===== config.mk =====
export PLATFORM = sky130hd
export DESIGN_NAME = crypto_out_arbiter
export DESIGN_NICKNAME = d
export VERILOG_FILES = /design/src/rtl/crypto_out_arbiter.sv
export SDC_FILE = /design/constraint.sdc
export NUM_CORES = 1
export LEC_CHECK = 0
export BUFFER_PORTS_ARGS = -buffer_cell sky130_fd_sc_hd__buf_2
export CAP_MARGIN = 20
export CORE_AREA = 2 2 152 154
export DETAILED_ROUTE_END_ITERATION = 6
export DIE_AREA = 0 0 154 156
export MAX_ROUTING_LAYER = met4
export SYNTH_ARGS = -nofsm -noshare
export SYNTH_HDL_FRONTEND = slang
export SYNTH_SLANG_ARGS = --single-unit

===== constraint.sdc =====
create_clock -name clk -period 4.1 [get_ports clk]
set_input_delay 1.23 -clock clk [delete_from_list [all_inputs] [get_ports clk]]
set_output_delay 1.23 -clock clk [all_outputs]
set_load 0.05 [all_outputs]

===== src/rtl/crypto_out_arbiter.sv =====
// Packet-aware round-robin arbiter sharing one registered result channel between the AES and RSA engines.
// A grant is held for a whole burst: source last, MAX_BURST beats, or IDLE_TO cycles of source silence.
module crypto_out_arbiter #(
    parameter int unsigned DATA_W    = 128,
    parameter int unsigned MAX_BURST = 65,
    parameter int unsigned IDLE_TO   = 16
) (
    input  logic              clk,
    input  logic              rst,
    input  logic              stall,
    input  logic [DATA_W-1:0] aes_data_i,
    input  logic              aes_valid_i,
    input  logic              aes_last_i,
    output logic              aes_ready_o,
    input  logic [DATA_W-1:0] rsa_data_i,
    input  logic              rsa_valid_i,
    input  logic              rsa_last_i,
    output logic              rsa_ready_o,
    output logic [DATA_W-1:0] out_data_o,
    output logic              out_valid_o,
    output logic              out_src_o,
    output logic              out_last_o,
    input  logic              out_ready_i
);
    localparam int unsigned BEAT_W = $clog2(MAX_BURST + 1);
    localparam int unsigned TO_W   = $clog2(IDLE_TO + 1);
    localparam logic [BEAT_W-1:0] BEAT_LAST = BEAT_W'(MAX_BURST - 1);
    localparam logic [TO_W-1:0]   TO_LAST   = TO_W'(IDLE_TO - 1);

    typedef enum logic [1:0] {
        S_IDLE  = 2'd0,
        S_G_AES = 2'd1,
        S_G_RSA = 2'd2
    } state_e;

    state_e              state_q, state_d;
    logic [BEAT_W-1:0]   beat_q, beat_d;
    logic [TO_W-1:0]     to_q, to_d;
    logic                rr_q, rr_d;
    logic [DATA_W-1:0]   data_q, data_d;
    logic                valid_q, valid_d;
    logic                src_q, src_d;
    logic                last_q, last_d;

    logic                load_en;
    logic                granted;
    logic                side;
    logic                src_valid;
    logic                src_last;
    logic [DATA_W-1:0]   src_data;
    logic                xfer;
    logic                burst_end;

    // Granted-source view shared by the next-state and output logic
    assign load_en   = !stall && (!valid_q || out_ready_i);
    assign granted   = (state_q != S_IDLE);
    assign side      = (state_q == S_G_RSA);
    assign src_valid = side ? rsa_valid_i : aes_valid_i;
    assign src_last  = side ? rsa_last_i  : aes_last_i;
    assign src_data  = side ? rsa_data_i  : aes_data_i;
    assign xfer      = granted && src_valid && load_en;
    assign burst_end = src_last || (beat_q == BEAT_LAST);

    always_ff @(posedge clk) begin
        if (rst) begin
            state_q <= S_IDLE;
            beat_q  <= '0;
            to_q    <= '0;
            rr_q    <= 1'b1;
            data_q  <= '0;
            valid_q <= 1'b0;
            src_q   <= 1'b0;
            last_q  <= 1'b0;
        end else begin
            state_q <= state_d;
            beat_q  <= beat_d;
            to_q    <= to_d;
            rr_q    <= rr_d;
            data_q  <= data_d;
            valid_q <= valid_d;
            src_q   <= src_d;
            last_q  <= last_d;
        end
    end

    // Grant selection, burst/timeout release; stall freezes everything here
    always_comb begin
        state_d = state_q;
        beat_d  = beat_q;
        to_d    = to_q;
        rr_d    = rr_q;
        if (!stall) begin
            unique case (state_q)
                S_IDLE: begin
                    if (aes_valid_i && (!rsa_valid_i || rr_q)) begin
                        state_d = S_G_AES;
                    end else if (rsa_valid_i) begin
                        state_d = S_G_RSA;
                    end
                end
                default: begin
                    if (xfer) begin
                        to_d = '0;
                        if (burst_end) begin
                            state_d = S_IDLE;
                            rr_d    = side;
                            beat_d  = '0;
                        end else begin
                            beat_d = beat_q + BEAT_W'(1);
                        end
                    end else if (!src_valid) begin
                        if (to_q == TO_LAST) begin
                            state_d = S_IDLE;
                            rr_d    = side;
                            beat_d  = '0;
                            to_d    = '0;
                        end else begin
                            to_d = to_q + TO_W'(1);
                        end
                    end else begin
                        to_d = '0;
                    end
                end
            endcase
        end
    end

    // Source handshakes and output-register loading; the output drains even under stall
    always_comb begin
        aes_ready_o = 1'b0;
        rsa_ready_o = 1'b0;
        data_d      = data_q;
        valid_d     = valid_q;
        src_d       = src_q;
        last_d      = last_q;
        if (state_q == S_G_AES) aes_ready_o = load_en;
        if (state_q == S_G_RSA) rsa_ready_o = load_en;
        if (xfer) begin
            data_d  = src_data;
            valid_d = 1'b1;
            src_d   = side;
            last_d  = burst_end;
        end else if (out_ready_i) begin
            valid_d = 1'b0;
        end
    end

    assign out_data_o  = data_q;
    assign out_valid_o = valid_q;
    assign out_src_o   = src_q;
    assign out_last_o  = last_q;

endmodule


==> metrics <==
outcome=complete, no violations; final period utilization=77.98%; setup TNS=0 ps; nets=1,314; Fillers=2,240; Worst-path clk slew=60 ps; Placed Cells=1,313; ys flop type=dfxtp_1; Yosys cell types=37; R2R Path Start=state_q[1]$_SDFFE_PP0P_; Hold-fix buffers, CTS=0; syn nets=951; clock sinks=146; Worst Setup SP=stall; Clock Skew=7.289 ps; mean post-synth cell area=9.490 um^2; CP Class=input pin to output port; Resized cells post-CTS=0; clock buffer depth=2; total wire length=19.73 mm; H-Tree Level Count=4; # DRC=0; CP Max Fanout=5; HP Class=flip-flop to flip-flop; cell count after synthesis=684; gpl congestion=0.8034; initial antenna violation count=0; asr flop ratio synth=0%; clk root buf=clkbuf_16; crit end category=output port; worst endpoint data arrival time=1970 ps; Slew headroom=35.96%; DP HPWL=14.94 mm; number of global-route vias before repair=5,600; fin cells=1,345; I/O Buffers=396; post-synthesis cell type with the largest combined area=dfxtp_1; post-route ant nets=0; final worst path period need=3197 ps; R2R cell count=5; core area=22,370 um^2; Worst VDD drop=231.6 uV; Pleak=3.936 nW; RSZ-0062 raised after global routing=no; drt first-iter violations=229; I/O pin total=397; first-pass GRT wire length=29.66 mm; Pins Over Slew Limit=0; commonest non-fill, non-tap cells in the layout=buf_2, dfxtp_1, nor2_1; synth-to-layout area growth=43.00%; Synth Cell Area=6491 um^2; Critical Path Start Type=input pin; Clk Latency, worst-skew pair=410 ps; largest net degree at the start of global routing=125; most common cell after layout, fill and taps aside=buf_2; Die Area=24,020 um^2; TritonCTS Buffers=17; drt first pass iters=4; Cell Rows=55; dpl ws=924.3 ps; fmax=312.8 MHz; register area share after synthesis=45.03%; Tot Pwr=4.091 mW; utilization after layout=41.50%; PnR worst setup slack=902.9 ps; flops & latches, synth=146; Routed wire per std cell=14.67 um; dominant cells by area after synthesis=dfxtp_1, mux2i_1, a211oi_1; die height=156 um; setup repair bufs after CTS=0; ant diodes=0; # setup viols final=0; Worst Hold Launch=to_q[4]$_SDFFE_PP0P_; Synth Warn #=0; Worst Path Required=2870 ps; area share of the largest cell type after synthesis=45.03%; EDFF count, synth=0; Tightest Pin Transition=958.6 ps; GRT Total Usage=16.10%; PwrDens=440.7 nW/um^2; via count=6,155; GR Overflow Total=0; TritonCTS clock tree=yes; maxcap violations=0; final hold viol count=0; Die Width=154 um; share of cells above drive strength 1=41.51%; via/cell ratio=4.576; hold path cells=1; starting density of the core=29.02%
synthesized netlist by cell type (3+ instances only):
| master | number |
|---|---|
| o21ai_0 | 5 |
| buf_2 | 19 |
| dfxtp_1 | 146 |
| nand2_1 | 9 |
| a31oi_1 | 3 |
| nand4b_1 | 3 |
| inv_1 | 3 |
| clkbuf_1 | 40 |
| nor2_1 | 142 |
| ha_1 | 3 |
| nand2b_1 | 3 |
| a21oi_1 | 7 |
| a211oi_1 | 133 |
| or3_1 | 4 |
| nand3_1 | 7 |
| mux2i_1 | 131 |
final timing paths:
check,endpoint,slack [ps]
setup / recovery,aes_ready_o,900
hold / removal,to_q[4]$_SDFFE_PP0P_,490
setup reg to reg,out_data_o[106]$_SDFFE_PP0P_,1510
hold reg to reg,to_q[4]$_SDFFE_PP0P_,490
logic make-up (layout without fill, tap and decap cells):
group / after synthesis / count (layout) / synth area share [%]
buffers and inverters: 64 / 440 / 4.125
DFF: 146 / 146 / 45.03
muxes: 133 / 133 / 20.72
and+or+nand+nor: 184 / 184 / 12.18
AOI/OAI and AO/OA: 153 / 153 / 17.23
adders and majority gates: 3 / 3 / 0.5783
xor gates and xnor gates: 1 / 1 / 0.1350
cell type report:
cell class              instances  area, um^2  share of cell area [%]
well taps                     285       356.6                   3.841
clock inverters                12       147.6                   1.591
multi-input cells             474        3308                   35.64
clock buffers                  20       446.7                   4.812
repair buffers                405        2090                   22.51
inverters                       3       11.26                  0.1213
flip-flops and latches        146        2923                   31.49
power breakdown:
part / leakage, nW / switching, mW / total, mW / internal (mW)
Sequential: 1.19 / 0.0446 / 1.55 / 1.51
Combinational: 2.47 / 0.633 / 0.953 / 0.321
Clock: 0.278 / 0.653 / 1.58 / 0.929
stage by stage:
| step | instance area [um^2] | hold WS (ps) |
|---|---|---|
| floorplan | 6491 | 453.5 |
| global placement | 8688 | 475.0 |
| detailed placement | 8688 | 483.0 |
| CTS | 9283 | 490.8 |
| global route | 9283 | 498.7 |
| finish | 9283 | 489.5 |
sequential cells by signal (all words and copies together) (netlist names):
register,flops
beat_q,7
rr_q,1
state_q,2
to_q,5
out_data_o,128
out_valid_o,1
out_last_o,1
out_src_o,1
layer usage:
metal	vias up	wire [um]	part of all wire (%)	GRT usage, %
met2	234	9638	49	26.54
li1	3230	-	-	-
met1	2677	8711	44	19.92
met4	0	244	1.2	5.162
met3	14	1132	5.7	3.111
met5	-	0	0	-
worst max-delay path: stages:
cell and delay [ps]:
buf_2 130, nor2_1 170, and3_1 190, buf_2 260
Power figures use the tool's default switching activity.
